File: config.mk
export PLATFORM = sky130hd
export DESIGN_NAME = mem_arbiter_rr
export DESIGN_NICKNAME = d
export VERILOG_FILES = /design/src/rtl/mem_arbiter_rr.sv
export SDC_FILE = /design/constraint.sdc
export NUM_CORES = 1
export LEC_CHECK = 0
export ABC_AREA = 1
export CAP_MARGIN = 20
export CORE_MARGIN = 5
export CORE_UTILIZATION = 39
export DETAILED_ROUTE_END_ITERATION = 8
export PLACE_DENSITY = 0.82
export SLEW_MARGIN = 20
export SYNTH_ARGS = -nofsm -noshare
export SYNTH_HDL_FRONTEND = slang
export SYNTH_SLANG_ARGS = --single-unit
File: constraint.sdc
create_clock -name clk -period 3.65 [get_ports clk]
set_input_delay 0.5475 -clock clk [delete_from_list [all_inputs] [get_ports clk]]
set_output_delay 0.5475 -clock clk [all_outputs]
set_load 0.005 [all_outputs]
File: src/rtl/mem_arbiter_rr.sv
`default_nettype none
// ============================================================================
// Module   : mem_arbiter_rr
// Brief    : N-channel memory arbiter (fixed priority or round-robin) with
//            registered memory strobes, one-cycle ack and optional timeout.
// Revision : 1.0 - initial release
// ============================================================================
module mem_arbiter_rr #(
    parameter int NUM_CH  = 3,
    parameter int ADDR_W  = 32,
    parameter int DATA_W  = 32,
    parameter int RR_MODE = 1,
    parameter int TIMEOUT = 0
) (
    input  logic                      clk,
    input  logic                      reset,
    input  logic [NUM_CH-1:0]         ch_req,
    input  logic [NUM_CH-1:0]         ch_we,
    input  logic [NUM_CH*ADDR_W-1:0]  ch_addr,
    input  logic [NUM_CH*DATA_W-1:0]  ch_wdata,
    output logic [NUM_CH-1:0]         ch_ack,
    output logic [NUM_CH-1:0]         ch_err,
    output logic [DATA_W-1:0]         ch_rdata,
    output logic [$clog2(NUM_CH)-1:0] grant,
    output logic                      busy,
    output logic                      mem_read,
    output logic                      mem_write,
    output logic [ADDR_W-1:0]         mem_addr,
    output logic [DATA_W-1:0]         mem_data_write,
    input  logic                      mem_ack,
    input  logic [DATA_W-1:0]         mem_data_read
);

    localparam int                 c_GNT_W   = $clog2(NUM_CH);
    localparam logic [c_GNT_W-1:0] c_LAST_CH = c_GNT_W'(NUM_CH - 1);

    typedef enum logic [1:0] {
        S_IDLE = 2'd0,
        S_BUSY = 2'd1,
        S_DONE = 2'd2
    } state_t;

    state_t              state_q, state_d;
    logic [c_GNT_W-1:0]  ptr_q, ptr_d;
    logic [c_GNT_W-1:0]  grant_q, grant_d;
    logic [NUM_CH-1:0]   ch_ack_q, ch_ack_d;
    logic [NUM_CH-1:0]   ch_err_q, ch_err_d;
    logic [DATA_W-1:0]   ch_rdata_q, ch_rdata_d;
    logic                mem_read_q, mem_read_d;
    logic                mem_write_q, mem_write_d;
    logic [ADDR_W-1:0]   mem_addr_q, mem_addr_d;
    logic [DATA_W-1:0]   mem_wdata_q, mem_wdata_d;

    logic                w_any_req;
    logic                w_found;
    logic [c_GNT_W-1:0]  w_idx;
    logic [c_GNT_W-1:0]  w_winner;
    logic                w_timeout_hit;
    logic [ADDR_W-1:0]   w_addr_arr  [NUM_CH];
    logic [DATA_W-1:0]   w_wdata_arr [NUM_CH];

    // Split the packed per-channel buses into indexable arrays
    generate
        for (genvar gi = 0; gi < NUM_CH; gi++) begin : g_unpack
            assign w_addr_arr[gi]  = ch_addr[gi*ADDR_W +: ADDR_W];
            assign w_wdata_arr[gi] = ch_wdata[gi*DATA_W +: DATA_W];
        end
    endgenerate

    assign w_any_req = |ch_req;

    // Winner search: start one past the pointer and wrap. Fixed priority is
    // the same search anchored at the last channel, so channel 0 comes first.
    always_comb begin
        w_found  = 1'b0;
        w_winner = '0;
        w_idx    = (RR_MODE != 0) ? ptr_q : c_LAST_CH;
        for (int k = 0; k < NUM_CH; k++) begin
            w_idx = (w_idx == c_LAST_CH) ? '0 : w_idx + 1'b1;
            if (!w_found && ch_req[w_idx]) begin
                w_found  = 1'b1;
                w_winner = w_idx;
            end
        end
    end

    // BUSY-cycle counter; only present when a timeout is configured
    generate
        if (TIMEOUT > 0) begin : g_timeout
            localparam int c_CNT_W = $clog2(TIMEOUT + 1);
            logic [c_CNT_W-1:0] cnt_q;

            // Count cycles spent in BUSY, clear everywhere else
            always_ff @(posedge clk or posedge reset) begin
                if (reset) begin
                    cnt_q <= '0;
                end else if (state_q == S_BUSY) begin
                    cnt_q <= cnt_q + 1'b1;
                end else begin
                    cnt_q <= '0;
                end
            end

            // Counter holds n-1 during BUSY cycle n, so this fires in cycle TIMEOUT
            assign w_timeout_hit = (state_q == S_BUSY) &&
                                   (cnt_q == c_CNT_W'(TIMEOUT - 1));
        end else begin : g_no_timeout
            assign w_timeout_hit = 1'b0;
        end
    endgenerate

    // Next-state and registered-output logic
    always_comb begin
        state_d     = state_q;
        ptr_d       = ptr_q;
        grant_d     = grant_q;
        ch_ack_d    = '0;
        ch_err_d    = '0;
        ch_rdata_d  = ch_rdata_q;
        mem_read_d  = mem_read_q;
        mem_write_d = mem_write_q;
        mem_addr_d  = mem_addr_q;
        mem_wdata_d = mem_wdata_q;

        case (state_q)
            S_IDLE: begin
                mem_read_d  = 1'b0;
                mem_write_d = 1'b0;
                if (w_any_req) begin
                    state_d    = S_BUSY;
                    grant_d    = w_winner;
                    ptr_d      = w_winner;
                    mem_addr_d = w_addr_arr[w_winner];
                    if (ch_we[w_winner]) begin
                        mem_write_d = 1'b1;
                        mem_wdata_d = w_wdata_arr[w_winner];
                    end else begin
                        mem_read_d  = 1'b1;
                    end
                end
            end

            S_BUSY: begin
                // A real ack in the timeout cycle takes precedence
                if (mem_ack) begin
                    state_d           = S_DONE;
                    mem_read_d        = 1'b0;
                    mem_write_d       = 1'b0;
                    ch_ack_d[grant_q] = 1'b1;
                    if (mem_read_q) begin
                        ch_rdata_d = mem_data_read;
                    end
                end else if (w_timeout_hit) begin
                    state_d           = S_DONE;
                    mem_read_d        = 1'b0;
                    mem_write_d       = 1'b0;
                    ch_ack_d[grant_q] = 1'b1;
                    ch_err_d[grant_q] = 1'b1;
                    ch_rdata_d        = '0;
                end
            end

            S_DONE: begin
                state_d = S_IDLE;
            end

            default: begin
                state_d = S_IDLE;
            end
        endcase
    end

    // State and output registers, cleared asynchronously
    always_ff @(posedge clk or posedge reset) begin
        if (reset) begin
            state_q     <= S_IDLE;
            ptr_q       <= c_LAST_CH;
            grant_q     <= '0;
            ch_ack_q    <= '0;
            ch_err_q    <= '0;
            ch_rdata_q  <= '0;
            mem_read_q  <= 1'b0;
            mem_write_q <= 1'b0;
            mem_addr_q  <= '0;
            mem_wdata_q <= '0;
        end else begin
            state_q     <= state_d;
            ptr_q       <= ptr_d;
            grant_q     <= grant_d;
            ch_ack_q    <= ch_ack_d;
            ch_err_q    <= ch_err_d;
            ch_rdata_q  <= ch_rdata_d;
            mem_read_q  <= mem_read_d;
            mem_write_q <= mem_write_d;
            mem_addr_q  <= mem_addr_d;
            mem_wdata_q <= mem_wdata_d;
        end
    end

    assign ch_ack         = ch_ack_q;
    assign ch_err         = ch_err_q;
    assign ch_rdata       = ch_rdata_q;
    assign grant          = grant_q;
    assign busy           = (state_q != S_IDLE);
    assign mem_read       = mem_read_q;
    assign mem_write      = mem_write_q;
    assign mem_addr       = mem_addr_q;
    assign mem_data_write = mem_wdata_q;

endmodule
`default_nettype wire

==> metrics.csv, run 1 <==
metric,value,unit
synthTopCellsByArea,"dfrtp_1 (44%), nand2_1 (12%), nand3_1 (8.6%), a21oi_1 (7.5%), inv_1 (6.9%)",
setup-tns-final,0,ps
start_util,39.45,%
rsz0062_at_grt,no,
gp_congestion,0.8308,
core,15030,µm²
hold-path-endpoint,ch_ack[0],
fin_area,9673,µm²
pin_count,340,
setup_violations,0,
rr_endpoint,mem_data_write[20],
viasPerCell,4.954,
ir_worst_vdd,0.4243,mV
switching_share,42.31,%
r2r_slack,850,ps
fmax,0.3401,GHz
synth_common_cells,"nand2_1 (184), inv_1 (109), dfrtp_1 (105), nand3_1 (102), a21oi_1 (89)",
switchingPower,3.318,mW
wire_per_inst,16.74,µm
drc,0,
crit_path_max_fanout,36,
worstSetupPathType,input port to flop,
p_comb_share,60.7,%
intPower,4.525,mW
antennaDiodeCount,0,
synthesis.area,5931,µm²
nNetsFinal,1320,
synthArstFlopShare,100.0,%
reg2reg_from,ptr_q[1],
placed_area,9346,µm²
required,3890,ps
drt-pass1-iter-count,7,
reg2regPathDepth,11,
min_path_type,flop to flop,
min-delay-start,grant[1],
power_frac_seq,26.5,%
root_buffer,clkbuf_16,
avgSynthCellArea,7.594,µm²
hold_violations,0,
antenna_found_initial,0,
wl,21410,µm
status,finished clean,
ctsResizeCount,0,
cp_cell_sequence,"clkdlybuf4s50_1, inv_1, nand3_1, nand3_2, nand2_1, nand2_2, nand2_4, nand3_1, nand3_1, nand3_2, nand2_1, nand2_1",
final_layout_size_suffix_gt1_share,7.516,%
yosysMostFrequentCell,nand2_1,
maxCapViolations,0,
power_leakage,4.583,nW
crit_family,simple AND/OR/NAND/NOR gates,
dieArea,17770,µm²
vias,6336,
rows,45,
power.density,810.8,nW/µm²
cts_num_sinks,106,
worstSkewPairLatency,360,ps
cts_max_path_buffers,2,
clkTransAtPathRegs,70,ps
synth_largest_area_cell,dfrtp_1,
seq_area_frac_synth,44.75,%
whs_path_depth,1,
grt_overflow,0,
fillers,1289,
tightest_slew,776.2,ps
grt_pass1_vias,6181,
yosys_register_bits,106,
worstSetupStartpointType,input port,
synth_top_cell_area_share,44.30,%
finalCritPeriodShare,80.56,%
cts_hold_buf,0,
slew_violations,0,
final_util,64.34,%
io_buffer_count,336,
final.setup_skew,11.55,ps
finalHoldWorstSlack,481.4,ps
die_w,133.3,µm
cp_num_buf_inv,2,
synth_cells,781,
ant_nets,0,
worstPathArrival,3180,ps
die_height,133.3,µm
cts_tree,done,
grt_use_total,23.17,%
cp-end-kind,flop,
numCtsBuffers,9,
drt-initial-drc-count,325,
clkPwrFrac,12.8,%
synth_flop_cell,dfrtp_1,
place_hpwl,16040,µm
grt_max_degree,81,
cp_slowest_cell,nand3_2,
ys_warn_count,0,
slowest_delay,570,ps
grt_pass1_wl,32840,µm
max_slew_margin,48.25,%
synth-edff-count,0,
post_cts_buffers,0,
area.growth.synth_to_final,63.10,%
cts-htree-levels,3,
synth.distinct_cells,27,
period_needed,2940,ps
==> how the worst max path moves through the flow <==
stage                     slack [ps]  depth (start not counted)                  to  startpoint
after floorplan                  320                          1           ch_ack[0]       reset
after global placement           560                         12  mem_data_write[22]   ch_req[1]
after detailed placement         370                         12  mem_data_write[20]   ch_req[2]
after CTS                        740                         12  mem_data_write[20]   ch_req[2]
after global routing             530                         12  mem_data_write[20]   ch_req[2]
final                            710                         12  mem_data_write[20]   ch_req[2]
==> cell usage in the layout (no fill, tap or decap), drive strengths merged <==
cell type and instances:
inv 115, bufinv 1, o21ai 37, a21oi 96, clkdlybuf4s50 336, buf 9, clkbuf 9, nand2 189
nor3 4, nor2 41, dfrtp 105, clkinv 3, nand4 2, nand3 106, dfstp 1, conb 3
nand3b 2, mux2 32
==> power by group through the flow <==
stage / clock network, mW / registers [mW] / logic (mW)
2_1_floorplan: 0 / 2.11 / 2.74
3_3_place_gp: 0 / 2.08 / 4.63
3_5_place_dp: 0 / 2.09 / 4.74
4_1_cts: 1.03 / 2.08 / 4.77
5_1_grt: 1.07 / 2.15 / 5.26
6_report: 1.00 / 2.08 / 4.76
==> sequential cells by signal, summed over array words and instances (netlist names), 2 cells and up <==
signal / cells
mem_addr: 32
ptr_q: 2
state_q: 2
mem_data_write: 32
ch_rdata: 32
ch_ack: 3
==> worst reg2reg max path, stage by stage (launching register included) <==
cell and delay (ps):
dfstp_2 610, inv_2 80, nand3_1 90, nand3_2 150, nand2_1 140, nand2_2 70, nand2_4 340, nand3_1 160
nand3_1 120, nand3_2 580, nand2_1 290, nand2_1 80
==> through the flow <==
| stage | setup slack [ps] | power (mW) | cells |
|---|---|---|---|
| 2_1_floorplan | 315.3 | 4.849 | 783 |
| 3_3_place_gp | 561.6 | 6.707 | 1263 |
| 3_5_place_dp | 370.5 | 6.829 | 1263 |
| 4_1_cts | 741.3 | 7.879 | 1278 |
| 5_1_grt | 529.0 | 8.478 | 1279 |
| 6_report | 709.6 | 7.843 | 1279 |
==> routing by layer <==
layer	up-vias	routed length (µm)	track usage [%]	share of wire (%)
met5	-	0	0	0
met1	2952	8087	26.06	38
met3	37	1934	7.289	9.0
met4	0	603	8.229	2.8
li1	3098	-	-	-
met2	249	10790	41.37	50
==> cell type report <==
type | instances | area (µm²) | share of cell area [%]
Clock buffer | 9 | 225.2 | 2.328
Clock inverter | 6 | 73.82 | 0.7632
Inverter | 113 | 426.7 | 4.411
Multi-Input combinational cell | 512 | 2582 | 26.70
Sequential cell | 106 | 2654 | 27.44
Tap cell | 188 | 235.2 | 2.432
Timing Repair Buffer | 345 | 3476 | 35.93
==> cells by family after synthesis <==
kind of cell	count (synthesis)	share of synthesized area (%)
muxes	32	6.076
other	1	0.06323
buffers and inverters	165	12.05
and+or+nand+nor	344	25.40
AOI/OAI and AO/OA	133	11.67
DFF	106	44.75
Note: power is estimated with default switching activity, not from simulation.
==> run 2, diff against run 1 <==
clock period = 3 ns   (was 3.65 ns; I/O delays follow)
==> run 2 against run 1 <==
Worst setup slack got worse by 120 ps; register-to-register slack worse by 230 ps; critical path depth unchanged; combinational power grew 25%; sequential share of layout area is 0.19 points lower; largest cell class unchanged.
==> metrics.csv, run 2 (synthesized netlist as in run 1, its figures left out) <==
metric,value,unit,change
setup_violations,0,,unchanged
ant_nets,0,,unchanged
hold_violations,0,,unchanged
worstSkewPairLatency,350,ps,about the same
cts_max_path_buffers,2,,unchanged
cts_num_sinks,106,,unchanged
cts_hold_buf,0,,unchanged
grt_pass1_wl,33870,µm,+3.2%
grt_overflow,0,,unchanged
finalHoldWorstSlack,470.8,ps,-10.57 ps
cts_tree,done,,
vias,6360,,+0.38%
core,15030,µm²,unchanged
final.setup_skew,7.590,ps,-3.964 ps
nNetsFinal,1328,,+0.61%
antennaDiodeCount,0,,unchanged
io_buffer_count,336,,unchanged
drc,0,,unchanged
maxCapViolations,0,,unchanged
max_slew_margin,48.75,%,+0.50 points
pin_count,340,,unchanged
tightest_slew,768.8,ps,-7.481 ps
final_layout_size_suffix_gt1_share,8.189,%,+0.67 points
worstPathArrival,2680,ps,-500 ps
grt_pass1_vias,6403,,+3.6%
ctsResizeCount,0,,unchanged
drt-pass1-iter-count,5,,-2
ir_worst_vdd,0.4374,mV,+3.1%
most-common-layout-cells,"clkdlybuf4s50_1 (336), nand2_1 (184), inv_1 (108)",,
numCtsBuffers,9,,unchanged
setup-tns-final,0,ps,unchanged
cts-htree-levels,3,,unchanged
rows,45,,unchanged
drt-initial-drc-count,348,,+7.1%
fmax,0.4144,GHz,
multi_input_area,2582,µm²,unchanged
crit_path_max_fanout,51,,+42%
gp_congestion,0.8806,,+6.0%
grt_max_degree,71,,-12%
grt_use_total,23.77,%,+0.60 points
final_util,64.80,%,+0.46 points
ff_latch_area,2654,µm²,unchanged
dieArea,17770,µm²,unchanged
worstSetupStartpointType,input port,,
worstSetupPathType,input port to flop,,
rsz0062_at_grt,no,,
post_cts_buffers,0,,unchanged
slew_violations,0,,unchanged
cp-end-kind,flop,,
finalCritPeriodShare,80.43,%,
wire_per_inst,16.80,µm,+0.33%
die_height,133.3,µm,unchanged
area.growth.synth_to_final,64.26,%,
viasPerCell,4.942,,-0.25%
wl,21620,µm,+0.96%
fillers,1246,,-3.3%
status,finished clean,,
antenna_found_initial,0,,unchanged
preCtsSetupSlack,235.1,ps,-135.4 ps
die_w,133.3,µm,unchanged
required,3270,ps,-620 ps
fin_ws,587.1,ps,-122.6 ps
fin_area,9742,µm²,+0.71%
min_path_type,input port to async pin,,
placed_area,9440,µm²,+1.0%
power_leakage,4.610,nW,+0.61%
period_needed,2413,ps,
power.density,994.8,nW/µm²,+23%
start_util,39.45,%,unchanged
final_common_cell,clkdlybuf4s50_1,,
clkTransAtPathRegs,70,ps,about the same
place_hpwl,16610,µm,+3.6%
root_buffer,clkbuf_16,,
==> run 2: path summary, 6_finish.rpt <==
check	slack [ps]	end	cells past startpoint	startpoint
worst max-delay path	590	mem_addr[10]	12	ch_req[1]
worst min-delay path	470	ch_rdata[8]	2	reset
worst max register to register	620	mem_addr[10]	11	ptr_q[1]
worst min register to register	480	mem_data_write[28]	2	mem_data_write[28]
max in group asynchronous	1750	ptr_q[1]	3	reset
min in group clk	480	mem_data_write[28]	2	mem_data_write[28]
==> run 2: per-layer routing <==
metal,up-vias,global-route usage [%],routed length [µm]
li1,3109,-,-
met1,2944,27.33,8000
met2,269,41.93,10920
met3,38,7.364,2090
met5,-,0,0
met4,0,8.171,612
==> run 2: metrics by stage <==
stage / power [mW] / instances
6_report: 9.691 / 1287
5_1_grt: 10.50 / 1287
4_1_cts: 9.798 / 1287
3_5_place_dp: 8.548 / 1272
3_3_place_gp: 8.403 / 1272
2_1_floorplan: 5.900 / 783
==> run 2: layout make-up <==
class | instances | share of cell area, %
multi-input cells | 512 | 26.51
well taps | 188 | 2.415
inverters | 113 | 4.392
flip-flops and latches | 106 | 27.24
repair buffers | 353 | 36.35
clock inverters | 5 | 0.6422
clock buffers | 10 | 2.453
==> run 2: report_power, final <==
group          internal [mW]  switching, mW
clock                  0.670          0.544
combinational           2.82           3.11
sequential              2.15          0.400
==> run 2: critical path, stage by stage <==
cell and delay (ps):
clkdlybuf4s50_1 550, inv_1 60, nand2_1 80, nand3_2 160
nand2_1 130, nand2_2 70, nand2_4 190, nand2_4 240
buf_12 250, a21oi_1 170, o21ai_0 110, a21oi_1 150
